**config.mk**
```make
export PLATFORM = sky130hd
export DESIGN_NAME = pipe_hazard_ctrl_flat
export DESIGN_NICKNAME = d
export VERILOG_FILES = /design/src/rtl/pipe_hazard_ctrl_pkg.sv /design/src/rtl/pipe_hazard_ctrl_if.sv /design/src/rtl/pipe_hazard_ctrl_hazard_match.sv /design/src/rtl/pipe_hazard_ctrl.sv /design/src/flat_wrapper.sv
export SDC_FILE = /design/constraint.sdc
export NUM_CORES = 1
export LEC_CHECK = 0
export ABC_AREA = 1
export BUFFER_PORTS_ARGS = -buffer_cell sky130_fd_sc_hd__clkbuf_2
export CAP_MARGIN = 20
export CELL_PAD_IN_SITES_DETAIL_PLACEMENT = 1
export CELL_PAD_IN_SITES_GLOBAL_PLACEMENT = 1
export CORE_ASPECT_RATIO = 0.7
export CORE_MARGIN = 2
export CORE_UTILIZATION = 35
export DETAILED_ROUTE_END_ITERATION = 10
export HOLD_SLACK_MARGIN = 0.05
export PLACE_DENSITY_LB_ADDON = 0.1
export SLEW_MARGIN = 10
export SYNTH_ARGS = -nofsm -noshare
export SYNTH_HDL_FRONTEND = slang
export SYNTH_SLANG_ARGS = --single-unit
```
**constraint.sdc**
```tcl
create_clock -name clk -period 2.16 [get_ports clk]
set_input_delay 0.432 -clock clk [delete_from_list [all_inputs] [get_ports clk]]
set_output_delay 0.432 -clock clk [all_outputs]
set_load 0.02 [all_outputs]
```
**src/rtl/pipe_hazard_ctrl_pkg.sv**
```systemverilog
// pipe_ctrl_pkg: shared constants and types for the pipeline hazard controller.
//   fwd_sel_t / FWD_*   : ALU operand forwarding mux selects
//   frz_state_e         : data-memory freeze FSM states
//   RESOLVE_ID/EX       : branch resolution stage selectors
//   WCNT_W              : width of the freeze wait counter (MEM_LATENCY <= 15)
package pipe_ctrl_pkg;

  typedef logic [1:0] fwd_sel_t;

  localparam fwd_sel_t FWD_RF  = 2'b00;
  localparam fwd_sel_t FWD_WB  = 2'b01;
  localparam fwd_sel_t FWD_MEM = 2'b10;

  typedef enum logic {
    ST_RUN      = 1'b0,
    ST_MEM_WAIT = 1'b1
  } frz_state_e;

  localparam int unsigned RESOLVE_ID = 0;
  localparam int unsigned RESOLVE_EX = 1;

  localparam int unsigned WCNT_W = 4;

endpackage

```
**src/rtl/pipe_hazard_ctrl_if.sv**
```systemverilog
// pipe_hazard_ctrl_if: pipeline-side signal bundle of the hazard controller.
//   Pipe-register control inputs (ID/EX/MEM/WB register indices and control
//   bits, redirect) and controller outputs (enables, flushes, bubbles,
//   forwarding selects, performance counters).
//   master : pipeline side (drives stage info, receives controls)
//   slave  : controller side
interface pipe_hazard_ctrl_if #(
  parameter int unsigned REG_ADDR_W = 5,
  parameter int unsigned CNT_W      = 16
);

  logic [REG_ADDR_W-1:0] id_rs;
  logic [REG_ADDR_W-1:0] id_rt;
  logic                  id_uses_rt;
  logic                  id_branch;
  logic [REG_ADDR_W-1:0] ex_rs;
  logic [REG_ADDR_W-1:0] ex_rt;
  logic                  ex_reg_write;
  logic                  ex_mem_read;
  logic [REG_ADDR_W-1:0] ex_write_reg;
  logic                  mem_reg_write;
  logic                  mem_mem_read;
  logic                  mem_access;
  logic [REG_ADDR_W-1:0] mem_write_reg;
  logic                  wb_reg_write;
  logic [REG_ADDR_W-1:0] wb_write_reg;
  logic                  redirect;

  logic                  pc_enable;
  logic                  if_id_enable;
  logic                  if_id_flush;
  logic                  id_ex_bubble;
  logic                  id_ex_enable;
  logic                  ex_mem_enable;
  logic                  mem_wb_bubble;
  logic [1:0]            forward_a;
  logic [1:0]            forward_b;
  logic [CNT_W-1:0]      stall_cnt;
  logic [CNT_W-1:0]      flush_cnt;

  modport master (
    output id_rs, id_rt, id_uses_rt, id_branch,
    output ex_rs, ex_rt, ex_reg_write, ex_mem_read, ex_write_reg,
    output mem_reg_write, mem_mem_read, mem_access, mem_write_reg,
    output wb_reg_write, wb_write_reg, redirect,
    input  pc_enable, if_id_enable, if_id_flush, id_ex_bubble,
    input  id_ex_enable, ex_mem_enable, mem_wb_bubble,
    input  forward_a, forward_b, stall_cnt, flush_cnt
  );

  modport slave (
    input  id_rs, id_rt, id_uses_rt, id_branch,
    input  ex_rs, ex_rt, ex_reg_write, ex_mem_read, ex_write_reg,
    input  mem_reg_write, mem_mem_read, mem_access, mem_write_reg,
    input  wb_reg_write, wb_write_reg, redirect,
    output pc_enable, if_id_enable, if_id_flush, id_ex_bubble,
    output id_ex_enable, ex_mem_enable, mem_wb_bubble,
    output forward_a, forward_b, stall_cnt, flush_cnt
  );

endinterface

```
**src/rtl/pipe_hazard_ctrl_hazard_match.sv**
```systemverilog
// hazard_match: register dependency comparator.
//   en     : producer actually writes dst (reg_write / mem_read qualifier)
//   dst    : producer destination register
//   src_a/use_a, src_b/use_b : consumer source registers and their use flags
//   hit    : en, dst != 0, and dst equals a used source
module hazard_match #(
  parameter int unsigned ADDR_W = 5
) (
  input  logic              en,
  input  logic [ADDR_W-1:0] dst,
  input  logic [ADDR_W-1:0] src_a,
  input  logic              use_a,
  input  logic [ADDR_W-1:0] src_b,
  input  logic              use_b,
  output logic              hit
);

  always_comb begin
    hit = en && (dst != '0) &&
          ((use_a && (dst == src_a)) || (use_b && (dst == src_b)));
  end

endmodule

```
**src/rtl/pipe_hazard_ctrl.sv**
```systemverilog
// pipe_hazard_ctrl: hazard, forwarding and stall controller for the 5-stage
// MIPS pipeline.
//   clk, reset : clock and synchronous active-high reset
//   bus        : pipe_hazard_ctrl_if.slave
//     inputs  : ID/EX/MEM/WB register indices and control bits, redirect
//     outputs : pc/if_id/id_ex/ex_mem enables, if_id_flush, id_ex_bubble,
//               mem_wb_bubble, forward_a/b, stall_cnt/flush_cnt
// Priority of pipeline actions: memory freeze > stall > redirect.
module pipe_hazard_ctrl
  import pipe_ctrl_pkg::*;
#(
  parameter int unsigned REG_ADDR_W    = 5,
  parameter int unsigned MEM_LATENCY   = 1,
  parameter int unsigned RESOLVE_STAGE = RESOLVE_ID,
  parameter int unsigned CNT_W         = 16
) (
  input logic              clk,
  input logic              reset,
  pipe_hazard_ctrl_if.slave bus
);

  localparam bit MULTI_CYCLE = (MEM_LATENCY > 1);
  localparam logic [WCNT_W-1:0] WAIT_INIT =
    WCNT_W'(MULTI_CYCLE ? (MEM_LATENCY - 2) : 0);
  localparam bit BR_IN_ID = (RESOLVE_STAGE == RESOLVE_ID);

  // ---------------------------------------------------------------------------
  // Dependency comparators
  // ---------------------------------------------------------------------------
  logic fwd_a_mem, fwd_a_wb, fwd_b_mem, fwd_b_wb;
  logic load_use, br_ex_hit, br_mem_hit;

  hazard_match #(.ADDR_W(REG_ADDR_W)) u_fwd_a_mem (
    .en(bus.mem_reg_write), .dst(bus.mem_write_reg),
    .src_a(bus.ex_rs), .use_a(1'b1), .src_b('0), .use_b(1'b0),
    .hit(fwd_a_mem)
  );

  hazard_match #(.ADDR_W(REG_ADDR_W)) u_fwd_a_wb (
    .en(bus.wb_reg_write), .dst(bus.wb_write_reg),
    .src_a(bus.ex_rs), .use_a(1'b1), .src_b('0), .use_b(1'b0),
    .hit(fwd_a_wb)
  );

  hazard_match #(.ADDR_W(REG_ADDR_W)) u_fwd_b_mem (
    .en(bus.mem_reg_write), .dst(bus.mem_write_reg),
    .src_a(bus.ex_rt), .use_a(1'b1), .src_b('0), .use_b(1'b0),
    .hit(fwd_b_mem)
  );

  hazard_match #(.ADDR_W(REG_ADDR_W)) u_fwd_b_wb (
    .en(bus.wb_reg_write), .dst(bus.wb_write_reg),
    .src_a(bus.ex_rt), .use_a(1'b1), .src_b('0), .use_b(1'b0),
    .hit(fwd_b_wb)
  );

  hazard_match #(.ADDR_W(REG_ADDR_W)) u_load_use (
    .en(bus.ex_mem_read), .dst(bus.ex_write_reg),
    .src_a(bus.id_rs), .use_a(1'b1), .src_b(bus.id_rt), .use_b(bus.id_uses_rt),
    .hit(load_use)
  );

  hazard_match #(.ADDR_W(REG_ADDR_W)) u_br_ex (
    .en(bus.ex_reg_write), .dst(bus.ex_write_reg),
    .src_a(bus.id_rs), .use_a(1'b1), .src_b(bus.id_rt), .use_b(bus.id_uses_rt),
    .hit(br_ex_hit)
  );

  hazard_match #(.ADDR_W(REG_ADDR_W)) u_br_mem (
    .en(bus.mem_mem_read), .dst(bus.mem_write_reg),
    .src_a(bus.id_rs), .use_a(1'b1), .src_b(bus.id_rt), .use_b(bus.id_uses_rt),
    .hit(br_mem_hit)
  );

  // ---------------------------------------------------------------------------
  // Forwarding selects: EX/MEM result beats WB write data
  // ---------------------------------------------------------------------------
  always_comb begin
    bus.forward_a = FWD_RF;
    if (fwd_a_mem)     bus.forward_a = FWD_MEM;
    else if (fwd_a_wb) bus.forward_a = FWD_WB;
  end

  always_comb begin
    bus.forward_b = FWD_RF;
    if (fwd_b_mem)     bus.forward_b = FWD_MEM;
    else if (fwd_b_wb) bus.forward_b = FWD_WB;
  end

  // ---------------------------------------------------------------------------
  // Data-memory freeze FSM
  // ---------------------------------------------------------------------------
  frz_state_e        state_q, state_d;
  logic [WCNT_W-1:0] wcnt_q, wcnt_d;
  logic              freeze;

  always_ff @(posedge clk) begin
    if (reset) begin
      state_q <= ST_RUN;
      wcnt_q  <= '0;
    end else begin
      state_q <= state_d;
      wcnt_q  <= wcnt_d;
    end
  end

  // MEM_WAIT ignores mem_access, so the access held in MEM while frozen
  // cannot start a second freeze.
  always_comb begin
    state_d = state_q;
    wcnt_d  = wcnt_q;
    case (state_q)
      ST_RUN: begin
        if (MULTI_CYCLE && bus.mem_access) begin
          state_d = ST_MEM_WAIT;
          wcnt_d  = WAIT_INIT;
        end
      end
      ST_MEM_WAIT: begin
        if (wcnt_q != '0) wcnt_d  = wcnt_q - WCNT_W'(1);
        else              state_d = ST_RUN;
      end
      default: begin
        state_d = ST_RUN;
        wcnt_d  = '0;
      end
    endcase
  end

  always_comb begin
    freeze = 1'b0;
    case (state_q)
      ST_RUN:      freeze = MULTI_CYCLE && bus.mem_access;
      ST_MEM_WAIT: freeze = (wcnt_q != '0);
      default:     freeze = 1'b0;
    endcase
  end

  // ---------------------------------------------------------------------------
  // Stall / redirect arbitration and pipe-register controls
  // ---------------------------------------------------------------------------
  logic stall, take_redirect;

  always_comb begin
    stall = !freeze &&
            (load_use || (BR_IN_ID && bus.id_branch && (br_ex_hit || br_mem_hit)));
    // A redirect blocked by freeze/stall is re-presented because ID/EX hold.
    take_redirect = bus.redirect && !freeze && !stall;
  end

  always_comb begin
    bus.pc_enable     = 1'b1;
    bus.if_id_enable  = 1'b1;
    bus.if_id_flush   = 1'b0;
    bus.id_ex_bubble  = 1'b0;
    bus.id_ex_enable  = 1'b1;
    bus.ex_mem_enable = 1'b1;
    bus.mem_wb_bubble = 1'b0;
    if (freeze) begin
      bus.pc_enable     = 1'b0;
      bus.if_id_enable  = 1'b0;
      bus.id_ex_enable  = 1'b0;
      bus.ex_mem_enable = 1'b0;
      bus.mem_wb_bubble = 1'b1;
    end else if (stall) begin
      bus.pc_enable    = 1'b0;
      bus.if_id_enable = 1'b0;
      bus.id_ex_bubble = 1'b1;
    end else if (take_redirect) begin
      bus.if_id_flush  = 1'b1;
      bus.id_ex_bubble = !BR_IN_ID;
    end
  end

  // ---------------------------------------------------------------------------
  // Saturating performance counters
  // ---------------------------------------------------------------------------
  logic [CNT_W-1:0] stall_cnt_q, stall_cnt_d;
  logic [CNT_W-1:0] flush_cnt_q, flush_cnt_d;

  always_comb begin
    stall_cnt_d = stall_cnt_q;
    flush_cnt_d = flush_cnt_q;
    if ((freeze || stall) && (stall_cnt_q != '1)) stall_cnt_d = stall_cnt_q + CNT_W'(1);
    if (take_redirect && (flush_cnt_q != '1))     flush_cnt_d = flush_cnt_q + CNT_W'(1);
  end

  always_ff @(posedge clk) begin
    if (reset) begin
      stall_cnt_q <= '0;
      flush_cnt_q <= '0;
    end else begin
      stall_cnt_q <= stall_cnt_d;
      flush_cnt_q <= flush_cnt_d;
    end
  end

  assign bus.stall_cnt = stall_cnt_q;
  assign bus.flush_cnt = flush_cnt_q;

endmodule
```
**src/flat_wrapper.sv**
```systemverilog
// flat-port wrapper written by rule: the top's interface ports become plain ports
module pipe_hazard_ctrl_flat import pipe_ctrl_pkg::*;
#(
  parameter int unsigned REG_ADDR_W    = 5,
  parameter int unsigned MEM_LATENCY   = 1,
  parameter int unsigned RESOLVE_STAGE = RESOLVE_ID,
  parameter int unsigned CNT_W         = 16
)
  (clk, reset, bus_id_rs, bus_id_rt, bus_id_uses_rt, bus_id_branch, bus_ex_rs, bus_ex_rt, bus_ex_reg_write, bus_ex_mem_read, bus_ex_write_reg, bus_mem_reg_write, bus_mem_mem_read, bus_mem_access, bus_mem_write_reg, bus_wb_reg_write, bus_wb_write_reg, bus_redirect, bus_pc_enable, bus_if_id_enable, bus_if_id_flush, bus_id_ex_bubble, bus_id_ex_enable, bus_ex_mem_enable, bus_mem_wb_bubble, bus_forward_a, bus_forward_b, bus_stall_cnt, bus_flush_cnt);
  pipe_hazard_ctrl_if #(.REG_ADDR_W(REG_ADDR_W), .CNT_W(CNT_W)) bus_i ();
  input logic clk;
  input logic reset;
  input wire logic [$bits(bus_i.id_rs)-1:0] bus_id_rs;
  input wire logic [$bits(bus_i.id_rt)-1:0] bus_id_rt;
  input wire logic [$bits(bus_i.id_uses_rt)-1:0] bus_id_uses_rt;
  input wire logic [$bits(bus_i.id_branch)-1:0] bus_id_branch;
  input wire logic [$bits(bus_i.ex_rs)-1:0] bus_ex_rs;
  input wire logic [$bits(bus_i.ex_rt)-1:0] bus_ex_rt;
  input wire logic [$bits(bus_i.ex_reg_write)-1:0] bus_ex_reg_write;
  input wire logic [$bits(bus_i.ex_mem_read)-1:0] bus_ex_mem_read;
  input wire logic [$bits(bus_i.ex_write_reg)-1:0] bus_ex_write_reg;
  input wire logic [$bits(bus_i.mem_reg_write)-1:0] bus_mem_reg_write;
  input wire logic [$bits(bus_i.mem_mem_read)-1:0] bus_mem_mem_read;
  input wire logic [$bits(bus_i.mem_access)-1:0] bus_mem_access;
  input wire logic [$bits(bus_i.mem_write_reg)-1:0] bus_mem_write_reg;
  input wire logic [$bits(bus_i.wb_reg_write)-1:0] bus_wb_reg_write;
  input wire logic [$bits(bus_i.wb_write_reg)-1:0] bus_wb_write_reg;
  input wire logic [$bits(bus_i.redirect)-1:0] bus_redirect;
  output wire logic [$bits(bus_i.pc_enable)-1:0] bus_pc_enable;
  output wire logic [$bits(bus_i.if_id_enable)-1:0] bus_if_id_enable;
  output wire logic [$bits(bus_i.if_id_flush)-1:0] bus_if_id_flush;
  output wire logic [$bits(bus_i.id_ex_bubble)-1:0] bus_id_ex_bubble;
  output wire logic [$bits(bus_i.id_ex_enable)-1:0] bus_id_ex_enable;
  output wire logic [$bits(bus_i.ex_mem_enable)-1:0] bus_ex_mem_enable;
  output wire logic [$bits(bus_i.mem_wb_bubble)-1:0] bus_mem_wb_bubble;
  output wire logic [$bits(bus_i.forward_a)-1:0] bus_forward_a;
  output wire logic [$bits(bus_i.forward_b)-1:0] bus_forward_b;
  output wire logic [$bits(bus_i.stall_cnt)-1:0] bus_stall_cnt;
  output wire logic [$bits(bus_i.flush_cnt)-1:0] bus_flush_cnt;
  assign bus_i.id_rs = bus_id_rs;
  assign bus_i.id_rt = bus_id_rt;
  assign bus_i.id_uses_rt = bus_id_uses_rt;
  assign bus_i.id_branch = bus_id_branch;
  assign bus_i.ex_rs = bus_ex_rs;
  assign bus_i.ex_rt = bus_ex_rt;
  assign bus_i.ex_reg_write = bus_ex_reg_write;
  assign bus_i.ex_mem_read = bus_ex_mem_read;
  assign bus_i.ex_write_reg = bus_ex_write_reg;
  assign bus_i.mem_reg_write = bus_mem_reg_write;
  assign bus_i.mem_mem_read = bus_mem_mem_read;
  assign bus_i.mem_access = bus_mem_access;
  assign bus_i.mem_write_reg = bus_mem_write_reg;
  assign bus_i.wb_reg_write = bus_wb_reg_write;
  assign bus_i.wb_write_reg = bus_wb_write_reg;
  assign bus_i.redirect = bus_redirect;
  assign bus_pc_enable = bus_i.pc_enable;
  assign bus_if_id_enable = bus_i.if_id_enable;
  assign bus_if_id_flush = bus_i.if_id_flush;
  assign bus_id_ex_bubble = bus_i.id_ex_bubble;
  assign bus_id_ex_enable = bus_i.id_ex_enable;
  assign bus_ex_mem_enable = bus_i.ex_mem_enable;
  assign bus_mem_wb_bubble = bus_i.mem_wb_bubble;
  assign bus_forward_a = bus_i.forward_a;
  assign bus_forward_b = bus_i.forward_b;
  assign bus_stall_cnt = bus_i.stall_cnt;
  assign bus_flush_cnt = bus_i.flush_cnt;
  pipe_hazard_ctrl #(.REG_ADDR_W(REG_ADDR_W), .MEM_LATENCY(MEM_LATENCY), .RESOLVE_STAGE(RESOLVE_STAGE), .CNT_W(CNT_W)) u_core (.clk(clk), .reset(reset), .bus(bus_i));
endmodule
```
==> After elaboration in Yosys (flattened, before gate mapping) <==
Cells that the tools add are included.
{ "word_totals": {"ff_bits": 37, "out_inout_bits": 43, "word_cells": 66} }
{ "op_classes": {"addsub": 3, "n_eq_ne": 10, "muxes": 15, "bitwise": 1, "reduce_logical": 33} }
{ "ops": {"columns": ["cell", "n"], "rows": [
  ["$eq 5x5->1", 8],
  ["$add 16x1->16 const B", 2],
  ["$ne 16x16->1 const B", 2],
  ["$logic_and 1x1->1", 20],
  ["$reduce_bool 5->1", 3],
  ["$mux 1", 12],
  ["$logic_or 1x1->1", 5],
  ["$mux 2", 2],
  ["$reduce_bool 4->1", 1],
  ["$sub 4x1->4 const B", 1],
  ["$logic_not 1->1", 2],
  ["$pmux 1 s2", 1],
  ["$reduce_and 2->1", 1],
  ["$reduce_or 2->1", 1],
  ["$not 1->1", 1]
]} }

==> Depth between registers and ports, before layout <==
{ "logic_depth": {"ltp_word": 13, "mapped_depth": 15, "depth_no_buf": 13} }

==> Hierarchy <==
From an unflattened synthesis, not the netlist that was laid out.
{ "unflattened": {"cells_unflattened": 764, "hier_area_um2": 3797.4} }
{ "modules_own_cells": {"columns": ["mod", "n_inst", "cells_per_inst", "area_each_um2", "seq_area_each_um2"], "rows": [
  ["pipe_hazard_ctrl", 1, 379, 2282.2, 740.7],
  ["hazard_match", 7, 55, 216.5, 0.0]
]} }

==> Least setup slack after synthesis <==
Ideal clock, no wire load.
{ "synth_path": {"path_type": "reg-to-output", "start": "register u_core.wcnt_q[1]", "end": "output bus_pc_enable", "t_arrival_ns": 1.954, "required_time_ns": 1.728, "setup_slack_ns": -0.226, "path_stages_with_launch": 9, "n_path_buf": 2, "path_cell_list": "dfxtp_1 -> inv_1 -> ha_1 -> a31oi_2 -> inv_2 -> nand3_4 -> clkbuf_4 -> inv_1 -> buf_4"} }
{ "synth_between": {"elab_chain_cells": 6} }
{ "synth_rtl": {"columns": ["item", "line", "text"], "rows": [
  ["start: declaration", "pipe_hazard_ctrl.sv:94", "logic [WCNT_W-1:0] wcnt_q, wcnt_d;"],
  ["start signal: assignment", "pipe_hazard_ctrl.sv:103", "wcnt_q <= wcnt_d;"],
  ["$reduce_bool 4->1 *", "pipe_hazard_ctrl.sv:134", "ST_MEM_WAIT: freeze = (wcnt_q != '0);"],
  ["$pmux 1 s2 *", "pipe_hazard_ctrl.sv:132", "case (state_q)"],
  ["$logic_not 1->1", "pipe_hazard_ctrl.sv:145", "stall = !freeze &&"],
  ["$logic_and 1x1->1", "pipe_hazard_ctrl.sv:145", null],
  ["$mux 1", null, null],
  ["$mux 1 *", null, null],
  ["end: declaration", "flat_wrapper.sv:29", "output wire logic [$bits(bus_i.pc_enable)-1:0] bus_pc_enable;"]
]} }
Every way passes the cells marked *; elsewhere a longest branch is shown, timed or not.

==> Worst setup path after layout <==
{ "layout_path": {"start": "register u_core.wcnt_q[1]", "end": "output bus_if_id_enable"} }
{ "layout_between": {"elab_chain_cells": 6} }
{ "layout_rtl": {"columns": ["item", "line", "text"], "rows": [
  ["$reduce_bool 4->1 *", "pipe_hazard_ctrl.sv:134", null],
  ["$pmux 1 s2 *", "pipe_hazard_ctrl.sv:132", null],
  ["$logic_not 1->1", "pipe_hazard_ctrl.sv:145", null],
  ["$logic_and 1x1->1", "pipe_hazard_ctrl.sv:145", null],
  ["$mux 1", "pipe_hazard_ctrl.sv:165", "end else if (stall) begin"],
  ["$mux 1 *", "pipe_hazard_ctrl.sv:159", "if (freeze) begin"],
  ["end: declaration", "flat_wrapper.sv:30", "output wire logic [$bits(bus_i.if_id_enable)-1:0] bus_if_id_enable;"]
]} }
Marks and branches as above.

==> out/results.txt <==
The max-slew violation total from the final report is 0. Switching share of power: 29.1%. The number of top-level pins is 89.

In this run, distinct cell masters in the synthesized netlist total 34. Xor/xnor cell area share of the yosys netlist: 10.4%. The antenna diode instance count was 0. The worst register-to-register path has a setup slack of 230 ps. Once layout is done, the placed cells without fillers occupy 3630 um^2. Max-cap violations in this run came to 0. The startpoint identified for the worst hold timing path is u_core.wcnt_q[0]$_SDFFE_PP0P_. The mean area per synthesized cell is 6.21 um^2. The layout cell share with drive strength beyond 1 was 26.3%; the total die area was 9170 um^2. The initial utilization of the core area, before any placement, comes to 36.8%. Number of global-route vias before repair: 3213. Summing the areas of all and, or, nand and nor instances in the mapped netlist gives 44.2% of the synthesized area. For the pin with the worst max-slew slack, the measured transition is 474 ps.

The proportion of synthesized area in mux cells came out at 0%. The floorplan has 27 rows. The cell count of the worst hold path is 2.

The power spent charging and discharging nets was 0.508 mW. The post-layout worst setup margin was 161 ps. The tools report the TritonCTS buffer count as 5. The total standard cell area after synthesis came out at 2940 um^2. The element type at the critical path start is a register. Data arrives at the worst endpoint at 1570 ps.

TritonCTS built the clock tree. The count of H-tree levels built during CTS was 2. In this run the critical register-to-register path is launched from u_core.bus.flush_cnt[0]$_SDFFE_PP0P_.

Post-CTS resize count: 0. The final net count is 608. The tools report the nature of the critical path endpoint as an output port. Most area-hungry cell type in the Yosys netlist: dfxtp_1.

In the final routed layout, each cell accounts on average for 13.4 um. Adding up every negative setup slack in the final design gives 0 ps. The tools report the largest voltage drop on the vdd net as 313 uV.

The logs give 0 for the final routed DRC violation total and 42.5% for the clock network fraction of design power. The sum of overflow across all layers after global routing is 0. Dividing total power by cell area gives a power density of 480 nW/um^2.

Of the synthesized area, sequential elements account for 25.2%. The tree is rooted in a clkbuf_16. For the worst-skew pair, the clock arrives at the later sink with an insertion delay of 290 ps. Clock tree skew after final layout: 8.71 ps. No sink is reached through more buffers than the 2 on the longest clock path. The run gives 1.24 mW as the internal power contribution. Headroom to the max-slew limit came out at 68.4%. nand2_1 is the most common cell in the netlist.

The logs give 8.83 mm for the total wire length and 17.4% for the fraction of power consumed by combinational cells. After technology mapping, the gate count stands at 474. In this run the biggest area consumer among cell types represents 25.2% of the synthesized area. Leakage component of the power: 1.75 nW. The clock transition at the registers of the reported paths was 60 ps; the first-pass GRT wire length was 14.8 mm. Setup repair after global routing left no endpoint under its margin. Ranked by instance count, the synthesized netlist is headed by nand2_1 (137), nor2_1 (61), inv_1 (57).

In this run the tool buffered the top-level ports with 87 buffer cells. For the worst flop-to-flop path, the logic depth is 12. The tools report the endpoint with the worst hold slack as u_core.wcnt_q[0]$_SDFFE_PP0P_. For this block, the initial DRC count from the detailed router was 110. In the synthesized netlist the async set-or-reset flop fraction comes to 0%. From left edge to right edge, the die measures 114 um. Relative to the synthesized area, the layout overhead comes to 23.5%. The largest fanout on the critical path was 6; the number of setup buffers added after CTS was 0. Registers are responsible for 40.1% of the overall power. The compound-cell area share of the yosys netlist was 6.16%; the first-pass iteration count of the detailed router was 5. Total power after layout: 1.74 mW. The chip height is 80.7 um, and the sink count of the clock tree is 37. At the worst endpoint, the required time is 1730 ps. Timing analysis after detailed placement gives a worst setup slack of 64.4 ps.

For this run, the leading register cell type out of synthesis is dfxtp_1. The total of hold buffers inserted after clock tree synthesis was 0; the peak clock frequency supported by timing was 0.500 GHz. In this run the remaining antenna-violating nets after routing total 0. Number of vias per cell after detailed routing: 4.86. The number of antenna violations at the first check in global routing is 0. Adder-cell share of the synthesized area: 1.27%.

The logs give 0 for the number of setup violations in the final report and 523 for the number of nets in the synthesized netlist. The post-route fraction of the period consumed by the critical path came out at 92.5%. The worst hold slack after final layout came out at 471 ps. Ranked by total cell area, the synthesized netlist is headed by dfxtp_1 (25%), nand2_1 (17%), nor2_1 (7.8%). The worst setup path is of the reg -> out kind.

Summing all placed instances gives a cell area of 3480 um^2. The count of vias placed by the detailed router came out at 3214. Combinational family with the most area after synthesis: simple AND/OR/NAND/NOR gates. The core region is 8010 um^2.

The min-delay analysis places its worst path in the category reg -> reg. For the global placement routability congestion, the log shows 0.804. The HPWL after detailed placement is 7.08 mm.

The Yosys step of the flow raised 0 warnings. The run finished with clean final reports. The maximum number of pins on one net before global-route repair was 27; the total routing usage reported by global routing was 19.8%.

The count of fill cells added during filler insertion came out at 1113. The shortest clock period the worst path allows after layout works out to 2000 ps. The synthesized design contains 37 register bits. For the hold violation total from the final report, the log shows 0. Counting flops with a built-in enable in the synthesized netlist gives 0.

The endpoint identified for the worst register-to-register timing path is u_core.bus.flush_cnt[4]$_SDFFE_PP0P_.
placed cells by master, fill, tap and decap left out, types with 2 or more instances in the layout:
master     instances
nor3_1             9
ha_1               3
nand3_2            8
clkbuf_16          5
xnor2_1           18
nand3_1           39
nand2_2            3
dfxtp_1           37
buf_4              9
o21ai_0            5
xor2_1            17
nand2_4            2
inv_1             57
nor4_1             4
a21oi_2           10
nor2_1            61
nor3_2             2
nand4_1           16
a21oi_1            7
clkbuf_2          84
nand2_1          136
inv_2             11
buf_2              2
cell type report:
cell class / instances / area [um^2] / share of cell area, %
clock buffer: 5 / 125 / 3.44
inverter: 69 / 262 / 7.19
tap: 101 / 126 / 3.48
multi-input combinational: 350 / 1840 / 50.7
sequential: 37 / 741 / 20.4
timing repair buffer: 96 / 518 / 14.3
clock inverter: 3 / 21.3 / 0.585
power by group through the flow:
stage	logic [mW]	registers [mW]	clock network, mW
2_1_floorplan	0.178	0.724	0
3_3_place_gp	0.294	0.715	0
3_5_place_dp	0.303	0.715	0
4_1_cts	0.305	0.700	0.769
5_1_grt	0.338	0.701	0.798
6_report	0.304	0.700	0.741
per-stage QoR:
stage,std cells,util [%]
final,661,45.4
after global routing,661,45.4
after CTS,661,45.3
after detailed placement,653,43.4
after global placement,653,43.4
after floorplan,474,-
cell families (layout without fill, tap and decap cells):
| group | Yosys count | after routing |
|---|---|---|
| DFF | 37 | 37 |
| AOI/OAI and AO/OA | 26 | 26 |
| and+or+nand+nor | 286 | 286 |
| adders and majority gates | 3 | 3 |
| buffers and inverters | 87 | 173 |
| xor gates and xnor gates | 35 | 35 |
state kept, by name, indices dropped and copies added, names as in the netlist:
signal,cells
u_core.wcnt_q,4
u_core.state_q,1
u_core.bus.flush_cnt,16
u_core.bus.stall_cnt,16
worst max-delay path by stage:
stage | startpoint | endpoint | slack, ps | cells past startpoint
floorplan | u_core.wcnt_q[1]$_SDFFE_PP0P_ | bus_pc_enable | 20 | 8
global route | bus_mem_write_reg[1] | bus_id_ex_bubble | 5 | 12
CTS | bus_ex_write_reg[3] | bus_if_id_flush | 120 | 9
global placement | bus_ex_write_reg[3] | u_core.bus.flush_cnt[0]$_SDFFE_PP0P_ | 130 | 12
finish | u_core.wcnt_q[1]$_SDFFE_PP0P_ | bus_if_id_enable | 160 | 7
detailed placement | bus_ex_write_reg[3] | u_core.bus.flush_cnt[2]$_SDFFE_PP0P_ | 60 | 13
routing by layer:
metal  vias up  share of wire (%)  GRT usage [%]
met5         -                  0              0
met4         0               0.79           4.76
met3         5                3.9           3.13
li1       1654                  -              -
met1      1495                 53           27.7
met2        60                 42           32.3
worst max-delay path: stages, from the launching register on:
cell and delay (ps):
dfxtp_1 370, inv_1 60, ha_1 230, a31oi_4 190
inv_4 90, nand3_4 120, inv_1 70, clkbuf_2 150
Note: power is estimated with default switching activity, not from simulation.
